File: config.mk
export PLATFORM = sky130hd
export DESIGN_NAME = noc_inject_port
export DESIGN_NICKNAME = d
export VERILOG_FILES = /design/src/rtl/noc_inject_port.sv
export SDC_FILE = /design/constraint.sdc
export NUM_CORES = 1
export LEC_CHECK = 0
export ABC_CLOCK_PERIOD_IN_PS = 16500
export BUFFER_PORTS_ARGS = -buffer_cell sky130_fd_sc_hd__buf_2
export CAP_MARGIN = 20
export CORE_MARGIN = 3
export CORE_UTILIZATION = 60
export CTS_CLUSTER_SIZE = 8
export DETAILED_ROUTE_END_ITERATION = 10
export PLACE_DENSITY = 0.79
export SETUP_SLACK_MARGIN = 0.3
export SYNTH_ARGS = -nofsm -noshare
export SYNTH_HDL_FRONTEND = slang
export SYNTH_SLANG_ARGS = --single-unit
File: constraint.sdc
create_clock -name clk -period 16.5 [get_ports clk]
set_clock_uncertainty 0.05 [all_clocks]
set_input_delay 0 -clock clk [delete_from_list [all_inputs] [get_ports clk]]
set_output_delay 0 -clock clk [all_outputs]
set_load 0.02 [all_outputs]
File: src/rtl/noc_inject_port.sv
// noc_inject_port
//   Endpoint-to-router injection stage. Client flits (data, dest, last) are
//   buffered in a small FIFO. Each one is issued to the router as a single-cycle
//   send pulse, and only while the credit counter shows free slots in the
//   router's input buffer. A framing FSM holds the head flit's dest across the
//   body flits. It also cuts packets that reach MAX_PKT_FLITS by forcing a tail.
//
// Ports
//   clk, rst                  clock, asynchronous active-high reset
//   s_data/s_dest/s_last      client flit; s_dest is used on head flits only
//   s_valid/s_ready           client handshake; s_ready = FIFO not full
//   data_out/dest_out         registered flit to the router
//   is_tail_out/send_out      tail marker and one-cycle send strobe
//   credit_in                 one pulse per slot freed in the router
//   credit_err                sticky: credit returned while counter full
//   len_err                   sticky: a packet was truncated
//   flit_count/pkt_count      only when NOC_INJECT_STATS_EN is defined
//
// Configuration macro: NOC_INJECT_STATS_EN (adds flit/packet counters).
module noc_inject_port #(
  parameter int FLIT_WIDTH    = 256,
  parameter int DEST_WIDTH    = 3,
  parameter int CREDIT_DEPTH  = 2,
  parameter int FIFO_DEPTH    = 4,
  parameter int MAX_PKT_FLITS = 16
) (
  input  logic                  clk,
  input  logic                  rst,
  input  logic [FLIT_WIDTH-1:0] s_data,
  input  logic [DEST_WIDTH-1:0] s_dest,
  input  logic                  s_last,
  input  logic                  s_valid,
  output logic                  s_ready,
  output logic [FLIT_WIDTH-1:0] data_out,
  output logic [DEST_WIDTH-1:0] dest_out,
  output logic                  is_tail_out,
  output logic                  send_out,
  input  logic                  credit_in,
  output logic                  credit_err,
`ifdef NOC_INJECT_STATS_EN
  output logic [31:0]           flit_count,
  output logic [31:0]           pkt_count,
`endif
  output logic                  len_err
);

  localparam int PW = $clog2(FIFO_DEPTH);
  localparam int CW = $clog2(CREDIT_DEPTH) + 1;
  localparam int FW = $clog2(MAX_PKT_FLITS + 1);

  typedef struct packed {
    logic [FLIT_WIDTH-1:0] data;
    logic [DEST_WIDTH-1:0] dest;
    logic                  last;
  } ent_t;

  typedef enum logic {S_HEAD, S_BODY} state_t;

  ent_t [FIFO_DEPTH-1:0] mem_q, mem_d;
  logic [PW:0]           wr_ptr_q, wr_ptr_d, rd_ptr_q, rd_ptr_d;
  logic [CW-1:0]         cnt_q, cnt_d;
  logic [FW-1:0]         fcnt_q, fcnt_d;
  logic [DEST_WIDTH-1:0] cur_dest_q, cur_dest_d;
  state_t                state_q, state_d;
  logic                  en_q;
  logic [FLIT_WIDTH-1:0] data_q, data_d;
  logic [DEST_WIDTH-1:0] dest_q, dest_d;
  logic                  tail_q, tail_d;
  logic                  send_q;
  logic                  credit_err_q, credit_err_d;
  logic                  len_err_q, len_err_d;
  logic                  full, empty, acc, pop;
  ent_t                  rd_ent;

  assign empty  = (wr_ptr_q == rd_ptr_q);
  assign full   = (wr_ptr_q[PW] != rd_ptr_q[PW]) && (wr_ptr_q[PW-1:0] == rd_ptr_q[PW-1:0]);
  // en_q keeps s_ready low while rst is held and for no longer.
  assign s_ready = en_q & ~full;
  assign acc    = s_valid & s_ready;
  assign pop    = ~empty & (cnt_q != '0);
  assign rd_ent = mem_q[rd_ptr_q[PW-1:0]];

  always_comb begin
    mem_d    = mem_q;
    wr_ptr_d = wr_ptr_q;
    rd_ptr_d = rd_ptr_q;
    if (acc) begin
      mem_d[wr_ptr_q[PW-1:0]] = '{data: s_data, dest: s_dest, last: s_last};
      wr_ptr_d = wr_ptr_q + 1'b1;
    end
    if (pop) rd_ptr_d = rd_ptr_q + 1'b1;
  end

  // Credit counter: a simultaneous return and pop cancel out. A return with
  // the counter already full is dropped and flagged.
  always_comb begin
    cnt_d        = cnt_q;
    credit_err_d = credit_err_q;
    if (credit_in && !pop) begin
      if (cnt_q == CW'(CREDIT_DEPTH)) credit_err_d = 1'b1;
      else                            cnt_d = cnt_q + 1'b1;
    end else if (!credit_in && pop) begin
      cnt_d = cnt_q - 1'b1;
    end
  end

  // Framing FSM and output register; all of it moves only on pop.
  always_comb begin
    state_d    = state_q;
    fcnt_d     = fcnt_q;
    cur_dest_d = cur_dest_q;
    data_d     = data_q;
    dest_d     = dest_q;
    tail_d     = tail_q;
    len_err_d  = len_err_q;
    if (pop) begin
      data_d = rd_ent.data;
      case (state_q)
        S_HEAD: begin
          dest_d     = rd_ent.dest;
          cur_dest_d = rd_ent.dest;
          fcnt_d     = FW'(1);
          if (rd_ent.last || MAX_PKT_FLITS == 1) begin
            tail_d  = 1'b1;
            state_d = S_HEAD;
            // A one-flit limit truncates any non-tail head.
            if (!rd_ent.last) len_err_d = 1'b1;
          end else begin
            tail_d  = 1'b0;
            state_d = S_BODY;
          end
        end
        default: begin
          dest_d = cur_dest_q;
          fcnt_d = fcnt_q + 1'b1;
          if (rd_ent.last) begin
            tail_d  = 1'b1;
            state_d = S_HEAD;
          end else if (fcnt_q + FW'(1) == FW'(MAX_PKT_FLITS)) begin
            // Limit reached: force a tail. The client's remaining flits
            // then start a fresh packet.
            tail_d    = 1'b1;
            len_err_d = 1'b1;
            state_d   = S_HEAD;
          end else begin
            tail_d = 1'b0;
          end
        end
      endcase
    end
  end

  // Payload storage has no reset; emptiness is tracked by the pointers.
  always_ff @(posedge clk) mem_q <= mem_d;

  always_ff @(posedge clk or posedge rst) begin
    if (rst) begin
      wr_ptr_q     <= '0;
      rd_ptr_q     <= '0;
      cnt_q        <= CW'(CREDIT_DEPTH);
      fcnt_q       <= '0;
      cur_dest_q   <= '0;
      state_q      <= S_HEAD;
      en_q         <= 1'b0;
      data_q       <= '0;
      dest_q       <= '0;
      tail_q       <= 1'b0;
      send_q       <= 1'b0;
      credit_err_q <= 1'b0;
      len_err_q    <= 1'b0;
    end else begin
      wr_ptr_q     <= wr_ptr_d;
      rd_ptr_q     <= rd_ptr_d;
      cnt_q        <= cnt_d;
      fcnt_q       <= fcnt_d;
      cur_dest_q   <= cur_dest_d;
      state_q      <= state_d;
      en_q         <= 1'b1;
      data_q       <= data_d;
      dest_q       <= dest_d;
      tail_q       <= tail_d;
      send_q       <= pop;
      credit_err_q <= credit_err_d;
      len_err_q    <= len_err_d;
    end
  end

  assign data_out    = data_q;
  assign dest_out    = dest_q;
  assign is_tail_out = tail_q;
  assign send_out    = send_q;
  assign credit_err  = credit_err_q;
  assign len_err     = len_err_q;

`ifdef NOC_INJECT_STATS_EN
  logic [31:0] flit_count_q, flit_count_d, pkt_count_q, pkt_count_d;

  always_comb begin
    flit_count_d = flit_count_q;
    pkt_count_d  = pkt_count_q;
    if (pop) begin
      flit_count_d = flit_count_q + 32'd1;
      if (tail_d) pkt_count_d = pkt_count_q + 32'd1;
    end
  end

  always_ff @(posedge clk or posedge rst) begin
    if (rst) begin
      flit_count_q <= '0;
      pkt_count_q  <= '0;
    end else begin
      flit_count_q <= flit_count_d;
      pkt_count_q  <= pkt_count_d;
    end
  end

  assign flit_count = flit_count_q;
  assign pkt_count  = pkt_count_q;
`endif

endmodule

**After elaboration in Yosys (flattened, before gate mapping)**

Index checks and enable logic that the tools add are counted.

- Bits in registers: 1318
- Input bits: 264
- Output and inout bits: 264
- Word-level logic and storage cells: 75

- $add $sub $neg: 5
- Order comparisons: 3
- Equality and inequality tests: 6
- Mux-type cells: 18
- Bitwise operators: 7
- Reduce and logical (&&, ||, !) cells: 12

Operator list:

| kind | number |
|---|---|
| $bwmux 1040 | 1 |
| $bmux 260 s2 | 1 |
| $demux 260 s2 | 1 |
| $mux 260 | 2 |
| $mux 1 | 8 |
| $add 3x1->3 const B | 2 |
| $lt 2x3->1 const B | 2 |
| $mux 2 | 3 |
| $reduce_and 2->1 | 3 |
| $add 5x1->5 const B | 1 |
| $eq 5x5->1 const B | 1 |
| $mux 5 | 1 |
| $logic_and 1x1->1 | 4 |
| $not 1->1 | 4 |
| $reduce_and 4->1 | 1 |
| $reduce_bool 2->1 | 2 |
| $and 1x1->1 | 3 |
| $eq 3x3->1 | 1 |
| $mux 3 | 1 |
| $add 2x1->2 const B | 1 |
| $eq 2x2->1 | 1 |
| $eq 2x2->1 const B | 1 |
| $ge 2x1->1 const B | 1 |
| $logic_not 1->1 | 2 |
| other kinds (3) | 3 |

**Depth between registers and ports, before layout**

Gate-level depths: netlist of the first run.

- Depth in word-level cells: 7
- Gate-level depth with buffers: 7
- Mapped depth without buffers: 5

**Worst setup path after synthesis of the first run**

No wires, ideal clock.

- Path type: reg-to-reg
- From: reg rd_ptr_q[1]
- To: reg mem_q[1000] (netlist bit) (enable)
- Library setup time: 0.655 ns
- Arrival: 7.028 ns
- Data required time: 15.795 ns
- Path slack: 8.766 ns
- Cell stages (with the launch flop): 5
- Buffers on the path: 1
- Clock period less this slack: 7.734 ns
- Cells stage by stage: dfrtp_1 > buf_2 > xnor2_1 > a31oi_1 > and2_1

- Word-level cells in the longest chain between the ends: 5

RTL lines:

| item | line | text |
|---|---|---|
| start, declared | 60 | `logic [PW:0] wr_ptr_q, wr_ptr_d, rd_ptr_q, rd_ptr_d;` |
| start signal, assigned | 173 | `rd_ptr_q <= rd_ptr_d;` |
| $eq 2x2->1 | 76 | `assign full = (wr_ptr_q[PW] != rd_ptr_q[PW]) && (wr_ptr_q[PW-1:0] == rd_ptr_q[PW-1:0]);` |
| $logic_and 1x1->1 | 76 |  |
| $not 1->1 | 78 | `assign s_ready = en_q & ~full;` |
| $and 1x1->1 | 78 |  |
| $and 1x1->1 | 79 | `assign acc = s_valid & s_ready;` |
| end signal, assigned | 154 | `always_ff @(posedge clk) mem_q <= mem_d;` |
| end, declared | 59 | `ent_t [FIFO_DEPTH-1:0] mem_q, mem_d;` |

No other way between the ends.
A chain may end at the register's enable or synchronous reset.

**Worst setup path after layout of the first run**

- From: reg rd_ptr_q[1]
- To: reg mem_q[990] (netlist bit) (enable)

The elaborated chain is that of the path after synthesis.

==> qor.yml, run 1 <==
place:
  placedInstanceArea_um2: 51700
  hpwl_um: 59500
  port_buffers: 527
  dp_cells: 4027
  gp_congestion: 0.794
sta:
  report.final.slew_viol_count: 0
  fin_crit_sh: 0.273
  final_hold_viol_count: 0
  setup_tns_ns: 0
  rsz0062_at_grt: "false"
  setup_viol: 0
  fmax_mhz: 222
  worstMarginPinSlew_ns: 1.14
  maxSlewHeadroom: 0.243
  period_needed_ns: 4.51
finish:
  area_growth_pct: 29.8
  nets: 3942
  stdcell_count: 4897
  layout-drive-gt1-share: 0.269
  final_cell_area_um2: 62300
setup_path:
  required_ns: 16.77
  worstPathArrival_ns: 4.78
  cp-start-kind: "register"
  cp_cell_sequence: "xnor2_1 > a31oi_1 > and2_4 > buf_4"
  critPathBufInv: 1
  rrSetupSlack_ns: 11.99
  cp_max_fo: 68
  timing.rr.start: "rd_ptr_q[1]"
  crit_slowest_cell: "dfrtp_4"
  reg2reg_depth: 4
  crit_type: "register to register"
  slowest_delay_ns: 1.16
  cp-end-kind: "register"
  r2r_end: "mem_q[990]"
  crit_family: "flip-flops"
logic_synthesis:
  synth_area_um2: 48000
  ys_seq_area_frac: 0.795
  synth_area_leaders: "edfxtp_1 65%, dfrtp_1 14%, mux4_2 12%"
  synth-main-ff-cell: "edfxtp_1"
  syn_nets: 2815
  synthArstFlopShare: 0.211
  synthCells: 2545
  synth_edf_count: 1040
  synth.most_common_cell: "edfxtp_1"
  ys_warn_count: 0
  ys_ff_latch: 1318
  ys_types: 41
  syn_area_per_cell_um2: 18.9
  synth_common_cells: "1040 x edfxtp_1, 781 x nand2_1, 277 x dfrtp_1, 260 x mux4_2, 89 x buf_2"
  synth_top_area_frac: 0.650
  synth_area_leader_cell: "edfxtp_1"
die:
  core_um2: 79100
  die_h_um: 289
  dieArea_um2: 83500
  initial_core_util: 0.607
  rows: 103
  ios: 528
  die_w_um: 289
route:
  avgRoutedWirePerCell_um: 27.7
  wl_um: 136000
  drtPass1Iterations: 5
  num_vias: 29400
  drt-vias-per-instance: 6.00
  drc: 0
  ant_nets: 0
  drt_iter0_drc: 3100
clocking:
  cts.sinks: 1318
  insertion_delay_ns: 0.75
  cts_buffers: 183
  cts_tree: "yes"
  path_clk_slew_ns: 0.05
  post_cts_buffers: 0
  clk_root_buffer_cell: "clkbuf_16"
  cts_buffer_depth: 3
  h-tree-depth: 4
power:
  clock_power_share: 0.292
  power.switching_w: 0.00438
  powerDensity_nw_per_um2: 195
  p_leak_nw: 23.9
  pwr-share-seq: 0.389
  p_int_w: 0.00777
  p_sw_frac: 0.360
  peakVddDrop_uv: 207
  comb_power_share: 0.319
global_route:
  grt_pass1_wl_um: 195000
  globalRouteTotalUtil: 0.317
  grt_max_degree: 140
  gr-total-overflow: 0
  grt_pass1_vias: 31100
  grt_antenna_before_repair: 23
min_path:
  worst_hold_path.endpoint: "mem_q[324]"
  hold_path.class: "input pin to register"
  min_from: "s_data[60]"
  min_path_cells: 2
run:
  cap_viol_max_count: 0
status:
  status: "complete, no violations"
## layout by cell type, fill, tap and decap left out, drive strengths merged, types with 4 or more instances in the layout
cell / n
edfxtp: 1040
nand2: 781
buf: 554
dlygate4sd3: 505
clkbuf: 316
dfrtp: 277
mux4: 260
diode: 29
inv: 11
clkinv: 10
xnor2: 7
ha: 6
nand3: 5
nor2: 5
xor2: 4
and2: 4
## worst max-delay path by stage
stage / from / endpoint / cells past startpoint
after floorplan: rd_ptr_q[1] / mem_q[1000] / 4
after global placement: rd_ptr_q[1] / dest_out[0] / 6
after detailed placement: rd_ptr_q[1] / dest_out[2] / 6
after CTS: rd_ptr_q[1] / dest_out[0] / 6
after global routing: rd_ptr_q[1] / mem_q[965] / 4
final: rd_ptr_q[1] / mem_q[990] / 4
## kinds of logic after synthesis
kind of cell | Yosys count | synth area share
xor+xnor | 11 | 0.00201
buf+inv | 123 | 0.0120
other cells | 1 | 0.0000781
flops | 1318 | 0.795
simple gates | 806 | 0.0639
fa+ha+maj | 6 | 0.00156
mux | 264 | 0.123
compound gates | 16 | 0.00281
## timing repair
| action | in CTS | in global routing |
|---|---|---|
| endpoints found under the hold margin | 1136 | 0 |
| resized for setup | 0 | 0 |
| hold buffers | 505 | 0 |
## sequential cells by signal, indices dropped and copies added, names as in the netlist
register	flops
is_tail_out	1
rd_ptr_q	3
fcnt_q	5
state_q	1
mem_q	1040
wr_ptr_q	3
len_err	1
data_out	256
credit_err	1
cnt_q	2
en_q	1
dest_out	3
send_out	1
## through the flow
stage / util / hold WS [ns] / total power [W] / worst slack (ns)
6_report: 0.788 / 0.0294 / 0.0121 / 11.99
5_1_grt: 0.788 / 0.00491 / 0.0126 / 11.86
4_1_cts: 0.785 / 0.000853 / 0.0118 / 11.87
3_5_place_dp: 0.654 / 0.114 / 0.00823 / 11.85
3_3_place_gp: 0.654 / 0.0971 / 0.00811 / 11.88
2_1_floorplan: - / 0.0489 / 0.00717 / 8.77
## layer usage
metal	up-vias	wire length [um]	track usage
met5	-	40	0
met4	6	7350	0.161
met3	442	11200	0.0707
met2	1874	71400	0.540
met1	15100	45500	0.386
li1	11900	-	-
## power groups by stage
stage               Combinational [W]  Clock (W)  Sequential [W]
detailed placement            0.00353          0         0.00471
global route                  0.00415    0.00371         0.00477
global placement              0.00344          0         0.00467
floorplan                     0.00210          0         0.00507
finish                        0.00388    0.00354         0.00473
CTS                           0.00369    0.00349         0.00467
## area by class of cell
type | count | area [um2]
multi-input combinational | 1104 | 9290
clock buffer | 316 | 5080
sequential | 1318 | 38200
tap | 1050 | 1310
timing repair buffer | 1059 | 8060
clock inverter | 15 | 293
antenna | 29 | 72.6
fill | 3651 | 16800
inverter | 6 | 37.5
No activity file was read; power rests on OpenSTA's default activity.
==> inputs of run 2 (changes only) <==
- ABC_AREA: not set -> 1
- ABC_CLOCK_PERIOD_IN_PS: 16500 -> 4000
- CORE_UTILIZATION: 60 -> 53
- PLACE_DENSITY: 0.79 -> 0.74
- clock period: 16.5 -> 4 ns (I/O delays scaled with it)
==> qor.yml, run 2 <==
logic_synthesis:
  ys_warn_count: 0
  synth-main-ff-cell: "edfxtp_1"
  synth_area_leaders: "edfxtp_1 64%, dfrtp_1 14%, nor2_1 9.9%"
  synthCells: 3731
  synth_area_um2: 48900
  synth_edf_count: 1040
  syn_nets: 4001
  ys_seq_area_frac: 0.781
  synth_top_area_frac: 0.638
  synth.most_common_cell: "nor2_1"
  ys_ff_latch: 1318
  synth_common_cells: "1296 x nor2_1, 1040 x edfxtp_1, 528 x o21ai_0, 277 x dfrtp_1, 256 x a31oi_1"
  synth_area_leader_cell: "edfxtp_1"
  syn_area_per_cell_um2: 13.1
  ys_types: 28
  synthArstFlopShare: 0.211
run:
  cap_viol_max_count: 0
route:
  drc: 0
  drt_iter0_drc: 3730
  num_vias: 34400
  ant_nets: 0
  drt-vias-per-instance: 5.61
  avgRoutedWirePerCell_um: 21.2
  wl_um: 130000
  drtPass1Iterations: 6
die:
  rows: 110
  die_h_um: 310
  core_um2: 90700
  ios: 528
  dieArea_um2: 96000
  initial_core_util: 0.539
  die_w_um: 310
setup_path:
  crit_family: "buffers and inverters"
  cpMostUsedCell: "nor2_1"
  reg2reg_depth: 6
  slowest_delay_ns: 0.96
  cp_max_fo: 228
  worstPathArrival_ns: 3.79
  crit_type: "register to register"
  cp_cell_sequence: "buf_12 > buf_4 > nor2_1 > nor2_1 > o21ai_0 > a31oi_1"
  rrSetupSlack_ns: 0.83
  r2r_end: "data_out[224]"
  critPathBufInv: 2
  cp-end-kind: "register"
  cp-start-kind: "register"
  crit_slowest_cell: "buf_4"
  timing.rr.start: "rd_ptr_q[0]"
  required_ns: 4.62
finish:
  layout-drive-gt1-share: 0.161
  area_growth_pct: 29.5
  top_register: "mem_q"
  layout_common_cells: "1292 x nor2_1, 1040 x edfxtp_1, 527 x o21ai_0, 527 x buf_2, 521 x dlygate4sd3_1"
  largest_reg_flops: 1040
  mostFrequentLayoutCell: "nor2_1"
  nets: 5052
place:
  preCtsSetupSlack_ns: 0.935
  gp_congestion: 0.787
  hpwl_um: 61100
  port_buffers: 527
min_path:
  worst_hold_path.endpoint: "mem_q[384]"
  hold_path.class: "input pin to register"
  min_path_cells: 2
  min_from: "s_data[120]"
sta:
  maxSlewHeadroom: 0.211
  worstMarginPinSlew_ns: 1.18
  fmax_mhz: 315
  setup_tns_ns: 0
  setup_viol: 0
  report.final.slew_viol_count: 0
  period_needed_ns: 3.17
  setup_slack_ns: 0.827
  rsz0062_at_grt: "false"
  final_hold_viol_count: 0
  fin_crit_sh: 0.793
power:
  p_leak_nw: 23.2
  powerDensity_nw_per_um2: 778
  peakVddDrop_uv: 664
clocking:
  cts.sinks: 1318
  insertion_delay_ns: 0.77
  cts_buffer_depth: 3
  path_clk_slew_ns: 0.06
  cts_tree: "yes"
  post_cts_buffers: 0
  h-tree-depth: 4
  cts_buffers: 183
  clk_root_buffer_cell: "clkbuf_16"
global_route:
  globalRouteTotalUtil: 0.269
  gr-total-overflow: 0
  grt_pass1_wl_um: 198000
  grt_max_degree: 229
  grt_pass1_vias: 35400
  grt_antenna_before_repair: 22
status:
  status: "complete, no violations"
run 2: changes by cell type in the layout (fill, tap and decap cells not counted), moves of 16 or more:
cell and delta:
nor2_1 +1287, mux4_2 -260, a31oi_1 +255, nand2_1 -741, dlygate4sd3_1 +16, o21ai_0 +525
run 2: timing repair:
action / 4_1_cts / 5_1_grt
endpoints found under the hold margin: 1350 / 0
hold buffers: 521 / 0
resized for setup: 0 / 0
run 2: cells by family (layout without fill, tap and decap cells):
logic type / count (synthesis) / count (layout) / synth area share
AO/OA/AOI/OAI: 794 / 794 / 0.0881
XOR/XNOR: 4 / 4 / 0.000716
adder cells (fa/ha/maj): 6 / 6 / 0.00153
buffers and inverters: 253 / 1449 / 0.0241
flip-flops: 1318 / 1318 / 0.781
other: 1 / 25 / 0.0000767
AND/OR/NAND/NOR: 1355 / 1355 / 0.105
run 2: how the worst max path moves through the flow:
stage / startpoint / end / slack [ns] / cells past startpoint
finish: rd_ptr_q[0] / data_out[224] / 0.83 / 6
global route: rd_ptr_q[0] / data_out[242] / 0.64 / 6
CTS: rd_ptr_q[0] / data_out[217] / 0.90 / 6
detailed placement: rd_ptr_q[0] / mem_q[164] / 0.94 / 9
global placement: rd_ptr_q[0] / dest_out[2] / 0.98 / 10
floorplan: rd_ptr_q[0] / mem_q[0] / -1.39 / 9
run 2: layout make-up:
cell class | instances | area [um2]
diodes | 24 | 60.1
well taps | 1176 | 1470
flip-flops and latches | 1318 | 38200
clock inverters | 16 | 294
inverters | 23 | 118
fillers | 5606 | 27400
repair buffers | 1096 | 8510
clock buffers | 314 | 5090
multi-input cells | 2160 | 9590
run 2: metrics by stage:
stage / hold WS, ns / total power [W] / cell area (um2) / util / instances
after floorplan: 0.0489 / 0.0294 / 49000 / - / 3731
after global placement: -0.107 / 0.0337 / 52600 / 0.580 / 5251
after detailed placement: -0.103 / 0.0341 / 52600 / 0.580 / 5251
after CTS: 0.00289 / 0.0489 / 63200 / 0.697 / 6102
after global routing: 0.0442 / 0.0518 / 63300 / 0.698 / 6118
final: 0.0663 / 0.0493 / 63300 / 0.698 / 6127
run 2: layer usage:
metal	share of wire	vias up	wire length, um	global-route usage
li1	-	15400	-	-
met1	0.37	16900	48300	0.323
met2	0.50	1768	65500	0.462
met3	0.088	336	11400	0.0638
met4	0.036	0	4740	0.124
met5	0	-	0	0
run 2: power by group:
group	total, W	switching (W)	internal [W]
clock	0.0144	0.00580	0.00862
combinational	0.0158	0.0110	0.00478
sequential	0.0191	0.00142	0.0177
total	0.0493	0.0182	0.0311
run 2: worst register-to-register path: cells and delay by family (launching register included):
family	cells	cell delay, ns
AOI/OAI and AO/OA	2	0.37
buffers and inverters	2	1.83
DFF	1	0.50
and+or+nand+nor	2	0.37
